===== config.mk =====
export PLATFORM = sky130hd
export DESIGN_NAME = match_controller
export DESIGN_NICKNAME = d
export VERILOG_FILES = /design/src/rtl/match_controller.sv
export SDC_FILE = /design/constraint.sdc
export NUM_CORES = 1
export LEC_CHECK = 0
export BUFFER_PORTS_ARGS = -buffer_cell sky130_fd_sc_hd__buf_2
export CORE_ASPECT_RATIO = 1.5
export CORE_MARGIN = 3
export CORE_UTILIZATION = 51
export DETAILED_ROUTE_END_ITERATION = 10
export GPL_TIMING_DRIVEN = 0
export PLACE_DENSITY = 0.79
export SLEW_MARGIN = 25
export SYNTH_ARGS = -nofsm -noshare
export SYNTH_HDL_FRONTEND = slang
export SYNTH_SLANG_ARGS = --single-unit

===== constraint.sdc =====
create_clock -name Clock -period 2.2 [get_ports Clock]
set_input_delay 0 -clock Clock [delete_from_list [all_inputs] [get_ports Clock]]
set_output_delay 0 -clock Clock [all_outputs]
set_load 0.01 [all_outputs]

===== src/rtl/match_controller.sv =====
// Match controller for a two-player ball game. It runs the serve, rally,
// point-pause and match-over sequence and keeps both players' scores.
module match_controller #(
  parameter int unsigned WIN_SCORE   = 7,
  parameter int unsigned POINT_DELAY = 60,
  parameter int unsigned GOAL_L      = 5,
  parameter int unsigned GOAL_R      = 795
) (
  input  logic        Clock,
  input  logic        Reset,
  input  logic        tick,
  input  logic        serve,
  input  logic [10:0] ballLeft,
  input  logic [10:0] ballRight,
  output logic        ballRun,
  output logic        ballRecentre,
  output logic        serveDir,
  output logic [3:0]  scoreL,
  output logic [3:0]  scoreR,
  output logic [1:0]  winner,
  output logic [2:0]  state
);

  typedef enum logic [2:0] {
    IDLE  = 3'd0,
    PLAY  = 3'd2,
    POINT = 3'd3,
    OVER  = 3'd4
  } state_t;

  localparam logic [3:0]  WIN4    = 4'(WIN_SCORE);
  localparam logic [7:0]  DELAY8  = 8'(POINT_DELAY);
  localparam logic [10:0] GOAL_L11 = 11'(GOAL_L);
  localparam logic [10:0] GOAL_R11 = 11'(GOAL_R);

  state_t      r_state;
  logic        r_serve_q;
  logic [7:0]  r_cnt;
  logic        r_run;
  logic        r_recentre;
  logic        r_dir;
  logic [3:0]  r_score_l;
  logic [3:0]  r_score_r;
  logic [1:0]  r_winner;

  logic        w_serve_rise;
  logic        w_miss_l;
  logic        w_miss_r;
  logic [3:0]  w_score_l_inc;
  logic [3:0]  w_score_r_inc;

  assign w_serve_rise  = serve & ~r_serve_q;
  assign w_miss_l      = (ballLeft <= GOAL_L11);
  assign w_miss_r      = (ballRight >= GOAL_R11);
  assign w_score_l_inc = r_score_l + 4'd1;
  assign w_score_r_inc = r_score_r + 4'd1;

  always_ff @(posedge Clock) begin
    if (Reset) begin
      r_state    <= IDLE;
      r_serve_q  <= 1'b1;
      r_cnt      <= '0;
      r_run      <= 1'b0;
      r_recentre <= 1'b0;
      r_dir      <= 1'b0;
      r_score_l  <= '0;
      r_score_r  <= '0;
      r_winner   <= '0;
    end else begin
      r_serve_q  <= serve;
      r_recentre <= 1'b0;
      case (r_state)
        IDLE: begin
          r_run <= 1'b0;
          if (w_serve_rise) begin
            r_state    <= PLAY;
            r_run      <= 1'b1;
            r_recentre <= 1'b1;
          end
        end
        PLAY: begin
          r_run <= 1'b1;
          // Left miss has priority when both goal lines are crossed together.
          if (tick && w_miss_l) begin
            r_run     <= 1'b0;
            r_score_r <= w_score_r_inc;
            r_dir     <= 1'b0;
            if (w_score_r_inc == WIN4) begin
              r_state  <= OVER;
              r_winner <= 2'b10;
            end else begin
              r_state <= POINT;
              r_cnt   <= DELAY8;
            end
          end else if (tick && w_miss_r) begin
            r_run     <= 1'b0;
            r_score_l <= w_score_l_inc;
            r_dir     <= 1'b1;
            if (w_score_l_inc == WIN4) begin
              r_state  <= OVER;
              r_winner <= 2'b01;
            end else begin
              r_state <= POINT;
              r_cnt   <= DELAY8;
            end
          end
        end
        POINT: begin
          r_run <= 1'b0;
          if (tick) begin
            r_cnt <= r_cnt - 8'd1;
            if (r_cnt == 8'd1) begin
              r_state    <= PLAY;
              r_run      <= 1'b1;
              r_recentre <= 1'b1;
            end
          end
        end
        OVER: begin
          r_run <= 1'b0;
          if (w_serve_rise) begin
            r_state    <= IDLE;
            r_score_l  <= '0;
            r_score_r  <= '0;
            r_winner   <= '0;
            r_recentre <= 1'b1;
          end
        end
        default: begin
          r_state <= IDLE;
          r_run   <= 1'b0;
        end
      endcase
    end
  end

  assign ballRun      = r_run;
  assign ballRecentre = r_recentre;
  assign serveDir     = r_dir;
  assign scoreL       = r_score_l;
  assign scoreR       = r_score_r;
  assign winner       = r_winner;
  assign state        = r_state;

endmodule


**Word-level counts from Yosys, hierarchy flattened**

Cells that the tools add are included.
Widths: inputs -> output; s select.

- Equal/unequal tests: 18
- Order comparisons: 2
- Mux-type cells: 36
- Add/subtract/negate cells: 3
- Reduce and logical (&&, ||, !) cells: 13
- Bitwise logic cells: 2

Operators by type and width:

| kind | count |
|---|---|
| $mux 8 | 5 |
| $mux 3 | 8 |
| $mux 4 | 4 |
| $pmux 4 s2 | 2 |
| $pmux 8 s2 | 1 |
| $ne 3x3->1 const B | 5 |
| $reduce_and 5->1 | 3 |
| $ne 2x2->1 const B | 7 |
| $pmux 3 s4 | 1 |
| $ge 11x10->1 const B | 1 |
| $le 11x3->1 const B | 1 |
| $mux 2 | 5 |
| $add 4x1->4 const B | 2 |
| $eq 4x3->1 const B | 2 |
| $eq 8x1->1 const B | 1 |
| $sub 8x1->8 const B | 1 |
| $mux 1 | 7 |
| $eq 3x2->1 const B | 2 |
| $reduce_bool 2->1 | 3 |
| $pmux 2 s2 | 1 |
| $reduce_and 4->1 | 1 |
| $eq 3x3->1 const B | 1 |
| $logic_not 3->1 | 1 |
| $pmux 1 s3 | 1 |
| other kinds (7) | 8 |

- Register bits after elaboration: 25
- Input port bits: 26
- Logic and storage cells: 83

**Depth between registers and ports, before layout**

- Depth after elaboration: 6
- Mapped depth: 8
- Gate-level depth less buffers: 8

**Worst setup path before layout**

OpenSTA, ideal clock, no wires.

- Path kind: flip-flop to flip-flop
- From: reg r_score_l[0] (netlist: scoreL[0])
- To: reg r_winner[1] (netlist: winner[1])
- Path slack: 272 ps
- Data arrival time: 1805 ps
- Required time: 2077 ps
- Clock period less this slack: 1928 ps
- Stages on the path, launching flop included: 8
- Path through: dfxtp_1 > ha_1 > nand2b_1 > nor3_2 > o211a_2 > nor2_1 > a221oi_2 > mux2_1

- Cells in the longest elaborated chain, start to end: 4

RTL lines:

| what | line | text |
|---|---|---|
| from (decl) | 42 | `logic [3:0] r_score_l;` |
| from (signal assigned) | 97 | `r_score_l <= w_score_l_inc;` |
| $add 4x1->4 | 55 | `assign w_score_l_inc = r_score_l + 4'd1;` |
| $eq 4x3->1 | 99 | `if (w_score_l_inc == WIN4) begin` |
| $ne 3x3->1 (no source line) | - |  |
| $reduce_and 5->1 (no source line) | - |  |
| to (signal assigned) | 68 | `r_winner <= '0;` |
| to (signal assigned) | 101 | `r_winner <= 2'b01;` |
| to (signal assigned) | 125 | `r_winner <= '0;` |
| to (decl) | 44 | `logic [1:0] r_winner;` |

No other way between the ends.
A chain may end at the register's enable or synchronous reset.

**Worst setup path in the final report**

- From: reg r_score_r[1] (netlist: scoreR[1])
- To: reg r_winner[1] (netlist: winner[1])

- Cells in the longest elaborated chain, start to end: 4

RTL lines:

| what | line | text |
|---|---|---|
| from (decl) | 43 | `logic [3:0] r_score_r;` |
| from (signal assigned) | 86 | `r_score_r <= w_score_r_inc;` |
| $add 4x1->4 | 56 | `assign w_score_r_inc = r_score_r + 4'd1;` |
| $eq 4x3->1 | 88 | `if (w_score_r_inc == WIN4) begin` |
| $ne 3x3->1 (no source line) | - |  |
| $reduce_and 5->1 (no source line) | - |  |
| to (signal assigned) | 68 |  |
| to (signal assigned) | 90 | `r_winner <= 2'b10;` |
| to (signal assigned) | 101 |  |

No other way between the ends.

==> impl_metrics.py <==
metrics = {
    "run_status": {
        "outcome": "finished clean",
    },
    "clocking": {
        "cts_root_buffer": "clkbuf_8",
        "cts.sinks": 25,
        "clockBufferDepth": 2,
        "clk_pin_slew_worst_paths_ns": 0.09,
        "cts-htree-levels": 1,
        "numCtsBuffers": 3,
        "cts_tree": "done",
        "clk_latency_ns": 0.27,
    },
    "timing": {
        "holdWs_ns": 0.09068,
        "finalMaxSlewViolations": 0,
        "finalHoldViolations": 0,
        "relSlewSlack": 0.6474,
        "tns_ns": 0,
        "finClkSkew_ns": 0.002204,
        "tightestPinTransition_ns": 0.5215,
        "max_freq_ghz": 0.4770,
        "setup_viol_count_final": 0,
        "final.min_clock_period_ns": 2.097,
        "post-route-period-util": 0.9530,
        "rsz0062_at_grt": "no",
    },
    "finish": {
        "synthToLayoutAreaGrowth_pct": 22.18,
        "final_util": 0.6592,
        "drive_above_1_share": 0.2664,
        "final_area_sq_um": 1764,
        "layout.cells.non_filler": 251,
        "nets": 247,
        "antenna_cells": 0,
    },
    "grt": {
        "grt-busiest-layer": "met2",
        "grt_first_pass_wirelength_microns": 6099,
        "grt_usage": 0.2172,
        "met2_usage": 0.4254,
        "grt.met3_usage": 0.04000,
        "overflow": 0,
        "globalRouteMet1Util": 0.2063,
        "first_global_vias": 1420,
        "grt_max_degree": 16,
        "antenna_found_initial": 0,
    },
    "worst_setup_path": {
        "crit_chain": "ha_1 > nor2b_1 > a32oi_1 > nor3b_2 > nor2_1 > a221oi_2 > mux2_1",
        "start_kind": "register",
        "crit_required_ns": 2.37,
        "endpoint_kind": "register",
        "crit_fanout": 7,
        "r2r_slack_ns": 0.10,
        "crit_type": "register to register",
        "arrival_ns": 2.27,
        "max_stage_delay_ns": 0.38,
        "cpMaxStageDelayCell": "dfxtp_1",
    },
    "yosys": {
        "synthTopCellsByArea": "dfxtp_1 35%, ha_1 5.2%, nor2_1 4.2%",
        "yosysUniqueCellTypes": 50,
        "synth_area_per_cell_sq_um": 8.646,
        "synth_top_cell_by_area": "dfxtp_1",
        "synth_edf_count": 0,
        "synthCells": 167,
        "yosysSeqAreaShare": 0.3466,
        "ys_ff_latch": 25,
        "yosys_warnings": 0,
        "synth_top_cell_area_share": 0.3466,
        "async_reset_ff_frac": 0,
        "syn-cell-area_sq_um": 1444,
        "yosys_most_used_dff": "dfxtp_1",
        "yosysMostFrequentCell": "dfxtp_1",
        "synth.top_cells.by_count": "25 x dfxtp_1, 16 x nor2_1, 10 x a21oi_1",
        "syn-num-nets": 199,
    },
    "placed_design": {
        "io_buffers": 40,
        "place_area_sq_um": 1690,
        "placedCellCount": 244,
        "place.gp.congestion": 0.8785,
        "dp.final_hpwl_microns": 2914,
    },
    "die": {
        "core_region_area_sq_um": 2676,
        "die_h_microns": 71.17,
        "die_area_sq_um": 3519,
        "ios": 42,
        "row_count": 23,
        "start_util": 0.5395,
        "fp.dieW_microns": 49.45,
    },
    "routing": {
        "drtIter0Drc": 40,
        "route.vias.total": 1466,
        "drt-pass1-iter-count": 4,
        "wl_per_cell_microns": 14.70,
        "drt-total-wl_microns": 3689,
        "drtAntennaViolNets": 0,
        "viasPerCell": 5.841,
        "route.detailed.drc": 0,
    },
    "pwr": {
        "ir_drop_mv": 0.3586,
        "leakagePower_nw": 0.7386,
        "p_per_area_nw_per_um2": 493.1,
    },
    "run": {
        "maxCapViolCount": 0,
    },
    "hold_path": {
        "hp-class": "input port to register",
    },
}
final cells by class:
| cell class | count | area, sq um |
|---|---|---|
| multi-input combinational | 134 | 912.1 |
| fill | 247 | 912.1 |
| sequential | 25 | 500.5 |
| timing repair buffer | 43 | 225.2 |
| tap | 37 | 46.29 |
| clock buffer | 3 | 41.29 |
| inverter | 5 | 18.77 |
| buffer | 3 | 12.51 |
| clock inverter | 1 | 7.507 |
cell usage in the layout, fill, tap and decap left out, types with 2 or more instances in the layout:
cell,count
buf_2,41
dfxtp_1,25
nor2_1,16
a21oi_1,10
nand2_1,9
nand2b_1,8
o21ai_0,7
a31oi_1,6
nor3_1,6
ha_1,6
inv_1,5
nand3_1,5
nor2b_1,5
and2_1,4
a311oi_1,4
a211oi_1,4
a21o_1,3
nand4_1,3
clkbuf_8,3
nor4_4,2
and3_1,2
or3_1,2
and3b_1,2
clkbuf_1,2
xor2_1,2
a22oi_1,2
buf_4,2
flip-flops by register name (all words and copies together) (netlist names):
name	cells
scoreR	4
r_serve_q	1
r_cnt	8
winner	2
scoreL	4
state	3
serveDir	1
ballRun	1
ballRecentre	1
report_power, final:
| group | switching [mW] | internal (mW) |
|---|---|---|
| sequential | 0.0101 | 0.463 |
| clock | 0.155 | 0.129 |
| combinational | 0.0620 | 0.0515 |
cell families (layout without fill, tap and decap cells):
group / Yosys count / count (layout) / share of synthesized area
and+or+nand+nor: 73 / 73 / 0.3068
AOI/OAI and AO/OA: 51 / 51 / 0.2461
DFF: 25 / 25 / 0.3466
buffers and inverters: 8 / 55 / 0.02166
adders and majority gates: 6 / 6 / 0.05199
xor gates and xnor gates: 2 / 2 / 0.01213
muxes: 2 / 2 / 0.01473
routing by layer:
metal  routed length (microns)  up-vias
li1                          -      721
met1                      1381      702
met2                      2103       32
met4                       112        0
met5                         0        -
met3                        92       11
what timing repair did:
item | 4_1_cts | 5_1_grt
hold buffers | 1 | 0
setup endpoints to repair | 0 | 3
resized for setup | 0 | 1
setup buffers | 0 | 2
endpoints found under the hold margin | 1 | 0
worst max-delay path: cells and delay by family, from the launching register on:
| family | cells | cell delay (ns) |
|---|---|---|
| AO/OA/AOI/OAI | 2 | 0.55 |
| AND/OR/NAND/NOR | 3 | 0.46 |
| flip-flops | 1 | 0.38 |
| multiplexers | 1 | 0.35 |
| adder cells (fa/ha/maj) | 1 | 0.24 |
metrics by stage:
stage,power (mW),worst slack (ns)
after detailed placement,0.5914,0.1029
after global routing,0.8984,0.01694
after global placement,0.5854,0.1946
after CTS,0.8678,0.08016
final,0.8699,0.1034
after floorplan,0.5415,0.2718
worst paths after layout:
path                            startpoint   endpoint  depth (start not counted)
worst max-delay path             scoreR[1]  winner[1]                          7
worst min-delay path                 Reset  winner[1]                          3
worst max register to register   scoreR[1]  winner[1]                          7
worst min register to register    serveDir   serveDir                          2
Note: power is estimated with default switching activity, not from simulation.
